`src/rtl/mem_bus_arbiter.sv`:
```
// Two-master arbiter for the single memory-unit bus: captures A/B requests, issues one at a time.
// Define MEMARB_ROUND_ROBIN_EN for round-robin arbitration; default is fixed priority (A wins).
module mem_bus_arbiter #(
    parameter int ADDR_W      = 27,
    parameter int DATA_W      = 32,
    parameter int TIMEOUT_CYC = 4095
) (
    input  logic              clk,
    input  logic              reset,
    input  logic [ADDR_W-1:0] a_addr,
    input  logic [DATA_W-1:0] a_data,
    input  logic              a_we,
    input  logic              a_start,
    output logic [DATA_W-1:0] a_q,
    output logic              a_busy,
    output logic              a_err,
    input  logic [ADDR_W-1:0] b_addr,
    input  logic [DATA_W-1:0] b_data,
    input  logic              b_we,
    input  logic              b_start,
    output logic [DATA_W-1:0] b_q,
    output logic              b_busy,
    output logic              b_err,
    output logic [ADDR_W-1:0] mem_addr,
    output logic [DATA_W-1:0] mem_data,
    output logic              mem_we,
    output logic              mem_start,
    input  logic [DATA_W-1:0] mem_q,
    input  logic              mem_busy
);

    localparam int CNT_W = (TIMEOUT_CYC > 2) ? $clog2(TIMEOUT_CYC) : 1;
    localparam logic [CNT_W-1:0] CNT_LAST = CNT_W'(TIMEOUT_CYC - 1);
    localparam logic PORT_A = 1'b0;
    localparam logic PORT_B = 1'b1;

    typedef enum logic [1:0] {S_IDLE, S_ISSUE, S_WAIT} state_t;

    state_t            state_q, state_d;
    logic              pend_a_q, pend_a_d, pend_b_q, pend_b_d;
    logic [ADDR_W-1:0] a_haddr_q, a_haddr_d, b_haddr_q, b_haddr_d;
    logic [DATA_W-1:0] a_hdata_q, a_hdata_d, b_hdata_q, b_hdata_d;
    logic              a_hwe_q, a_hwe_d, b_hwe_q, b_hwe_d;
    logic              grant_q, grant_d, last_grant_q, last_grant_d;
    logic [CNT_W-1:0]  cnt_q, cnt_d;
    logic [ADDR_W-1:0] mem_addr_q, mem_addr_d;
    logic [DATA_W-1:0] mem_data_q, mem_data_d;
    logic              mem_we_q, mem_we_d;
    logic [DATA_W-1:0] a_rdata_q, a_rdata_d, b_rdata_q, b_rdata_d;
    logic              a_err_q, a_err_d, b_err_q, b_err_d;

    always_ff @(posedge clk) begin
        if (reset) begin
            state_q      <= S_IDLE;
            pend_a_q     <= 1'b0;
            pend_b_q     <= 1'b0;
            a_haddr_q    <= '0;
            b_haddr_q    <= '0;
            a_hdata_q    <= '0;
            b_hdata_q    <= '0;
            a_hwe_q      <= 1'b0;
            b_hwe_q      <= 1'b0;
            grant_q      <= PORT_A;
            last_grant_q <= PORT_B;
            cnt_q        <= '0;
            mem_addr_q   <= '0;
            mem_data_q   <= '0;
            mem_we_q     <= 1'b0;
            a_rdata_q    <= '0;
            b_rdata_q    <= '0;
            a_err_q      <= 1'b0;
            b_err_q      <= 1'b0;
        end else begin
            state_q      <= state_d;
            pend_a_q     <= pend_a_d;
            pend_b_q     <= pend_b_d;
            a_haddr_q    <= a_haddr_d;
            b_haddr_q    <= b_haddr_d;
            a_hdata_q    <= a_hdata_d;
            b_hdata_q    <= b_hdata_d;
            a_hwe_q      <= a_hwe_d;
            b_hwe_q      <= b_hwe_d;
            grant_q      <= grant_d;
            last_grant_q <= last_grant_d;
            cnt_q        <= cnt_d;
            mem_addr_q   <= mem_addr_d;
            mem_data_q   <= mem_data_d;
            mem_we_q     <= mem_we_d;
            a_rdata_q    <= a_rdata_d;
            b_rdata_q    <= b_rdata_d;
            a_err_q      <= a_err_d;
            b_err_q      <= b_err_d;
        end
    end

    always_comb begin
        logic              sel;
        logic              finish;
        logic              timeout;
        logic [DATA_W-1:0] resp;

        state_d      = state_q;
        pend_a_d     = pend_a_q;
        pend_b_d     = pend_b_q;
        a_haddr_d    = a_haddr_q;
        b_haddr_d    = b_haddr_q;
        a_hdata_d    = a_hdata_q;
        b_hdata_d    = b_hdata_q;
        a_hwe_d      = a_hwe_q;
        b_hwe_d      = b_hwe_q;
        grant_d      = grant_q;
        last_grant_d = last_grant_q;
        cnt_d        = cnt_q;
        mem_addr_d   = mem_addr_q;
        mem_data_d   = mem_data_q;
        mem_we_d     = mem_we_q;
        a_rdata_d    = a_rdata_q;
        b_rdata_d    = b_rdata_q;
        a_err_d      = 1'b0;
        b_err_d      = 1'b0;
        sel          = PORT_A;
        finish       = 1'b0;
        timeout      = 1'b0;
        resp         = '0;

        // A start while the port is already busy is dropped silently
        if (a_start && !pend_a_q) begin
            pend_a_d  = 1'b1;
            a_haddr_d = a_addr;
            a_hdata_d = a_data;
            a_hwe_d   = a_we;
        end
        if (b_start && !pend_b_q) begin
            pend_b_d  = 1'b1;
            b_haddr_d = b_addr;
            b_hdata_d = b_data;
            b_hwe_d   = b_we;
        end

        case (state_q)
            S_IDLE: begin
                if (pend_a_q || pend_b_q) begin
                    if (pend_a_q && pend_b_q) begin
`ifdef MEMARB_ROUND_ROBIN_EN
                        sel = (last_grant_q == PORT_B) ? PORT_A : PORT_B;
`else
                        sel = PORT_A;
`endif
                    end else begin
                        sel = pend_b_q ? PORT_B : PORT_A;
                    end
                    grant_d      = sel;
                    last_grant_d = sel;
                    mem_addr_d   = (sel == PORT_B) ? b_haddr_q : a_haddr_q;
                    mem_data_d   = (sel == PORT_B) ? b_hdata_q : a_hdata_q;
                    mem_we_d     = (sel == PORT_B) ? b_hwe_q   : a_hwe_q;
                    state_d      = S_ISSUE;
                end
            end
            S_ISSUE: begin
                cnt_d   = '0;
                state_d = S_WAIT;
            end
            S_WAIT: begin
                cnt_d = cnt_q + CNT_W'(1);
                // The memory needs one cycle to raise busy, so the first WAIT cycle is blind
                if (cnt_q != '0) begin
                    if (!mem_busy) begin
                        finish = 1'b1;
                        resp   = mem_q;
                    end else if (cnt_q == CNT_LAST) begin
                        finish  = 1'b1;
                        timeout = 1'b1;
                    end
                end
                if (finish) begin
                    state_d = S_IDLE;
                    if (grant_q == PORT_A) begin
                        pend_a_d  = 1'b0;
                        a_rdata_d = resp;
                        a_err_d   = timeout;
                    end else begin
                        pend_b_d  = 1'b0;
                        b_rdata_d = resp;
                        b_err_d   = timeout;
                    end
                end
            end
            default: state_d = S_IDLE;
        endcase
    end

    assign a_busy    = pend_a_q;
    assign b_busy    = pend_b_q;
    assign a_q       = a_rdata_q;
    assign b_q       = b_rdata_q;
    assign a_err     = a_err_q;
    assign b_err     = b_err_q;
    assign mem_addr  = mem_addr_q;
    assign mem_data  = mem_data_q;
    assign mem_we    = mem_we_q;
    assign mem_start = (state_q == S_ISSUE);

endmodule

```
`config.mk`:
```
export PLATFORM = sky130hd
export DESIGN_NAME = mem_bus_arbiter
export DESIGN_NICKNAME = d
export VERILOG_FILES = /design/src/rtl/mem_bus_arbiter.sv
export SDC_FILE = /design/constraint.sdc
export NUM_CORES = 1
export LEC_CHECK = 0
export ABC_AREA = 0
export CAP_MARGIN = 20
export CORE_ASPECT_RATIO = 0.5
export CORE_MARGIN = 5
export CORE_UTILIZATION = 48
export CTS_CLUSTER_SIZE = 16
export DETAILED_ROUTE_END_ITERATION = 12
export GPL_TIMING_DRIVEN = 0
export PLACE_DENSITY = 0.8
export SLEW_MARGIN = 25
export SYNTH_ARGS = -nofsm -noshare
export SYNTH_HDL_FRONTEND = slang
export SYNTH_SLANG_ARGS = --single-unit
```
`constraint.sdc`:
```
create_clock -name clk -period 2.7 [get_ports clk]
set_input_delay 0.54 -clock clk [delete_from_list [all_inputs] [get_ports clk]]
set_output_delay 0.54 -clock clk [all_outputs]
set_load 0.01 [all_outputs]
```
**Word-level counts from Yosys, hierarchy flattened**

Cells that the tools add are included.
W data, S select, Z words.

- Add/sub/neg operators: 1
- Equality and inequality tests: 5
- Bitwise gates (word level): 3
- Reduce and logical (&&, ||, !) cells: 15
- Mux-type cells: 27

Operators with widths:

| kind | count |
|---|---|
| $mux W32 | 3 |
| $mux W27 | 1 |
| $pmux W12 S2 | 1 |
| $mux W1 | 19 |
| $add A12 B1 Y12 const B | 1 |
| $eq A12 B12 Y1 const B | 1 |
| $reduce_bool A12 Y1 | 1 |
| $reduce_or A4 Y1 | 2 |
| $pmux W2 S3 | 1 |
| $reduce_and A3 Y1 | 2 |
| $mux W2 | 2 |
| $ne A2 B2 Y1 const B | 2 |
| $reduce_and A2 Y1 | 2 |
| $logic_and A1 B1 Y1 | 3 |
| $not A1 Y1 | 3 |
| $eq A2 B1 Y1 const B | 1 |
| $eq A2 B2 Y1 const B | 1 |
| $logic_not A1 Y1 | 2 |
| $logic_not A2 Y1 | 1 |
| $reduce_bool A2 Y1 | 1 |
| $logic_or A1 B1 Y1 | 1 |

- Logic and storage cells: 69
- Output and inout port bits: 129
- Bits of input ports: 157
- Register bits after elaboration: 263

**Longest topological paths before layout**

- Depth after elaboration: 7
- Depth in mapped cells: 8
- Gate-level depth less buffers: 6

**Least setup slack after synthesis**

OpenSTA, ideal clock, no wires.

- Path type: reg-to-reg
- From: reg cnt_q[0]
- To: reg b_rdata_q[24] (netlist: b_q[24])
- Stages on the path, launching flop included: 9
- Arrival time: 1,861 ps
- Clock period less this slack: 1,978 ps
- Data required time: 2,584 ps
- Path buffers: 2
- Setup slack: 722 ps
- Setup time: 116 ps
- Cell sequence: dfxtp_1 -> inv_1 -> ha_1 -> or4b_1 -> o311ai_1 -> buf_4 -> buf_4 -> nor2_1 -> a31o_2

- Word-level cells in the longest chain between the ends: 6
- Elaborated cells between the ends (all ways): 8
- Classes of those cells: eq/ne (1); mux (5); reduce/logical (2)

RTL lines:

| what | RTL line | RTL |
|---|---|---|
| from (decl) | 45 | `logic [CNT_W-1:0] cnt_q, cnt_d;` |
| from (signal assigned) | 85 | `cnt_q <= cnt_d;` |
| $eq A12 B12 Y1 | 171 | `end else if (cnt_q == CNT_LAST) begin` |
| $mux W1 | 171 |  |
| $mux W1 | 168 | `if (!mem_busy) begin` |
| $mux W1 | 167 | `if (cnt_q != '0) begin` |
| $mux W1 | 140 | `case (state_q)` |
| $reduce_and A3 Y1 (no line) | - |  |
| to (signal assigned) | 90 | `b_rdata_q <= b_rdata_d;` |
| to (decl) | 49 | `logic [DATA_W-1:0] a_rdata_q, a_rdata_d, b_rdata_q, b_rdata_d;` |

Parallel ways exist; a longest one is shown, timed or not. The select of a mux whose other input is x is not followed.
A chain may end at the register's enable or synchronous reset.

**Final worst setup path**

- From: reg cnt_q[0]
- To: reg b_rdata_q[28] (netlist: b_q[28])

The elaborated chain is that of the path after synthesis.

==> metrics.md <==
| Metric | Value |
|---|---|
| Initial DRC count | 552 |
| Final core utilization | 68.34% |
| Setup TNS | 0 ns |
| Grt met3 use | 5.988% |
| Final GP Congestion | 0.8834 |
| Worst EP arrival | 2.82 ns |
| Relative slew slack | 46.23% |
| RSZ-0062 raised after global routing | false |
| Achievable Freq | 0.4154 GHz |
| Layout cell share with drive strength beyond 1 | 7.153% |
| Post-CTS Hold Buffers | 0 |
| Die ar. | 24370 µm² |
| Worst Tran Pin Value | 0.8065 ns |
| Mean area per synthesized cell | 8.889 µm² |
| R2R Path Start | cnt_q[0]$_SDFFE_PP0P_ |
| Worst Clk Skew | 0.006526 ns |
| Setup Viol. Count Final | 0 |
| Fin. Hold Viols | 0 |
| TritonCTS clock tree | done |
| Ports | 286 |
| R2r endpoint | b_q[28]$_SDFFE_PP0P_ |
| Synthesis-to-layout area growth | 39.08% |
| Die Y | 112.9 µm |
| Row count | 37 |
| DR DRC count | 0 |
| Initial antenna violation count | 1 |
| P_leak | 5.415 nW |
| WL/cell | 17.62 µm |
| VDD IR max | 0.3872 mV |
| Post-route clock period utilization | 89.15% |
| HPWL Detailed | 22.76 mm |
| Die Wd | 215.8 µm |
| Vias in the first global route | 9418 |
| Global-route wire length before repair | 48.92 mm |
| Min-Delay Path Class | reg2reg |
| Worst hold path endpoint | a_hdata_q[3]$_SDFFE_PP0P_ |
| Number of port buffers | 284 |
| FF+latch count, synth | 263 |
| Sequential area share after synthesis | 51.78% |
| R2r worst-path depth | 8 |
| Largest net degree at the start of global routing | 17 |
| GR Util met1 | 29.67% |
| Worst Path Required | 3.11 ns |
| DRT antenna net count | 0 |
| Hold Startpoint | a_hdata_q[3]$_SDFFE_PP0P_ |
| Fill cell count | 1621 |
| First-pass iteration count of the detailed router | 5 |
| Core Region | 20690 µm² |
| Slew Limit Fails | 0 |
| WL final | 30.70 mm |
| FF-to-FF setup slack | 0.29 ns |
| Net Count, Synth | 1307 |
| CTS root buffer | clkbuf_16 |
| Crit path max fanout | 10 |
| Global route hottest layer | met2 |
| Fin crit period | 2.407 ns |
| Clock Path Buffers | 3 |
| Final worst slack | 0.2928 ns |
| Post-Synthesis Cell Area | 10170 µm² |
| Kind of critical path | reg2reg |
| Layout Nets | 1617 |
| Clk_lat worst skew | 0.52 ns |
| Clock buffer count from CTS | 24 |
| Netlist cell types | 39 |
| Tot GR Track Use | 24.32% |
| Hold Path Depth | 2 |
| Synth Instances | 1144 |
| Max cap viols | 0 |
| Starting density of the core | 49.14% |
| Power per Cell Area | 669.5 nW/µm² |
| Outcome | finished clean |
| YS warnings | 0 |
| Num Clock Sinks | 263 |
| Met2 Use GR | 42.89% |
| H-tree depth | 1 |
| Worst Setup Start Kind | flop |
| Critical Path End Type | flop |
| Routed via count | 9229 |
| GRT overflow | 0 |
| Placement Setup Slack | 0.2740 ns |
| Vias per cell | 5.298 |
| Clock transition at the registers of the reported paths | 0.07 ns |
## timing repair
item	in CTS	in global routing
buffers inserted	0	0
endpoints found under the setup margin	0	1
gates resized for setup	0	2
## cell usage in the layout (no fill, tap or decap), types with 3 or more instances in the layout
master	n
buf_4	3
clkinv_2	4
nand4_1	3
mux2i_1	62
clkbuf_16	25
inv_1	39
ha_1	6
o32ai_2	29
buf_2	11
clkbuf_8	3
nand2b_1	6
clkinvlp_4	3
clkbuf_1	76
buf_6	3
a31o_2	18
buf_1	3
o32ai_1	3
dfxtp_1	263
a31o_1	14
nor2_1	108
and3_1	4
a21oi_1	122
and4_1	4
clkdlybuf4s50_1	284
xor2_1	7
nand2_1	276
nor2b_1	3
a211oi_1	61
xnor2_1	4
## logic make-up after synthesis
group,after synthesis,share of synthesized area (%)
buffers and inverters,134,5.414
flip-flops,263,51.78
AO/OA/AOI/OAI,255,18.90
adder cells (fa/ha/maj),6,0.7383
AND/OR/NAND/NOR,413,16.12
multiplexers,62,6.103
XOR/XNOR,11,0.9474
## flip-flops by register name, indices dropped and copies added (netlist names)
register and flops:
mem_we 1, cnt_q 12, b_hdata_q 32, grant_q 1
a_hwe_q 1, a_busy 1, state_q 2, a_q 32
mem_data 32, a_hdata_q 32, a_err 1, b_hwe_q 1
b_busy 1, b_haddr_q 27, a_haddr_q 27, b_err 1
mem_addr 27, b_q 32
## report_power, final
group / switching (mW) / internal [mW] / leakage [nW]
sequential: 0.174 / 4.16 / 2.15
combinational: 0.869 / 0.805 / 2.88
clock: 1.50 / 1.96 / 0.381
## area by class of cell
type	count	area, µm²	area share (%)
plain buffers	95	405.4	2.866
clock buffers	30	674.4	4.769
well taps	273	341.6	2.415
diodes	1	2.502	0.01769
multi-input cells	747	4353	30.78
repair buffers	284	2843	20.10
inverters	39	146.4	1.035
flip-flops and latches	263	5265	37.23
clock inverters	10	111.4	0.7874
## synth_stat cells
cell type,number,share of area (%)
nor3_1,1,0.049
nand3b_1,1,0.074
buf_1,3,0.11
nand4_1,3,0.18
or4_1,1,0.074
nand3_1,2,0.098
a31o_1,14,1.2
o31a_1,2,0.17
nor2b_1,3,0.18
o211a_1,1,0.098
a211oi_1,61,4.5
a21o_1,1,0.074
xor2_1,7,0.60
a21oi_1,122,6.0
o21a_4,1,0.15
clkbuf_1,75,2.8
o31ai_1,1,0.074
or4b_1,1,0.098
o311ai_0,1,0.086
a31o_2,18,1.6
o32ai_1,3,0.26
nor3_2,1,0.098
nor2_1,108,4.0
mux2i_1,62,6.1
and2_1,1,0.062
ha_1,6,0.74
dfxtp_1,263,52
nand2b_1,6,0.37
and4_1,4,0.34
xnor2_1,4,0.34
o32ai_2,29,4.6
o311ai_1,1,0.086
or3_1,1,0.062
nand2_1,276,10
buf_4,3,0.22
buf_6,3,0.33
and3_1,4,0.25
inv_1,39,1.4
buf_2,11,0.54
## metrics by stage
stage | instance area, µm² | cells | total power [mW] | hold WS, ns
2_1_floorplan | 10170 | 1144 | 5.217 | 0.4357
3_3_place_gp | 13350 | 1701 | 6.033 | 0.4425
3_5_place_dp | 13350 | 1701 | 6.084 | 0.4460
4_1_cts | 14140 | 1741 | 9.513 | 0.4551
5_1_grt | 14140 | 1742 | 9.883 | 0.4698
6_report | 14140 | 1742 | 9.469 | 0.4546
## worst max path at each step
stage,from,to,slack [ns],depth (start not counted)
finish,cnt_q[0]$_SDFFE_PP0P_,b_q[28]$_SDFFE_PP0P_,0.29,8
global placement,a_start,a_hdata_q[7]$_SDFFE_PP0P_,0.29,6
detailed placement,a_start,a_hdata_q[22]$_SDFFE_PP0P_,0.27,6
global route,state_q[0]$_SDFFE_PP0P_,mem_addr[20]$_SDFFE_PP0P_,0.16,7
CTS,state_q[0]$_SDFFE_PP0P_,mem_addr[20]$_SDFFE_PP0P_,0.15,7
floorplan,cnt_q[0]$_SDFFE_PP0P_,b_q[24]$_SDFFE_PP0P_,0.72,8
## worst max-delay path, stage by stage (launching register included)
cell      delay, ns
dfxtp_1        0.35
inv_1          0.10
ha_1           0.14
or4b_1         0.49
o311ai_1       0.50
buf_4          0.26
buf_4          0.19
nor2_1         0.06
a31o_2         0.20
## layer usage
metal	share of wire [%]	vias up	wire [µm]
met5	0	-	0
li1	-	4489	-
met2	49	270	15080
met3	6.3	71	1945
met1	41	4399	12720
met4	3.1	0	949
Note: power is estimated with default switching activity, not from simulation.
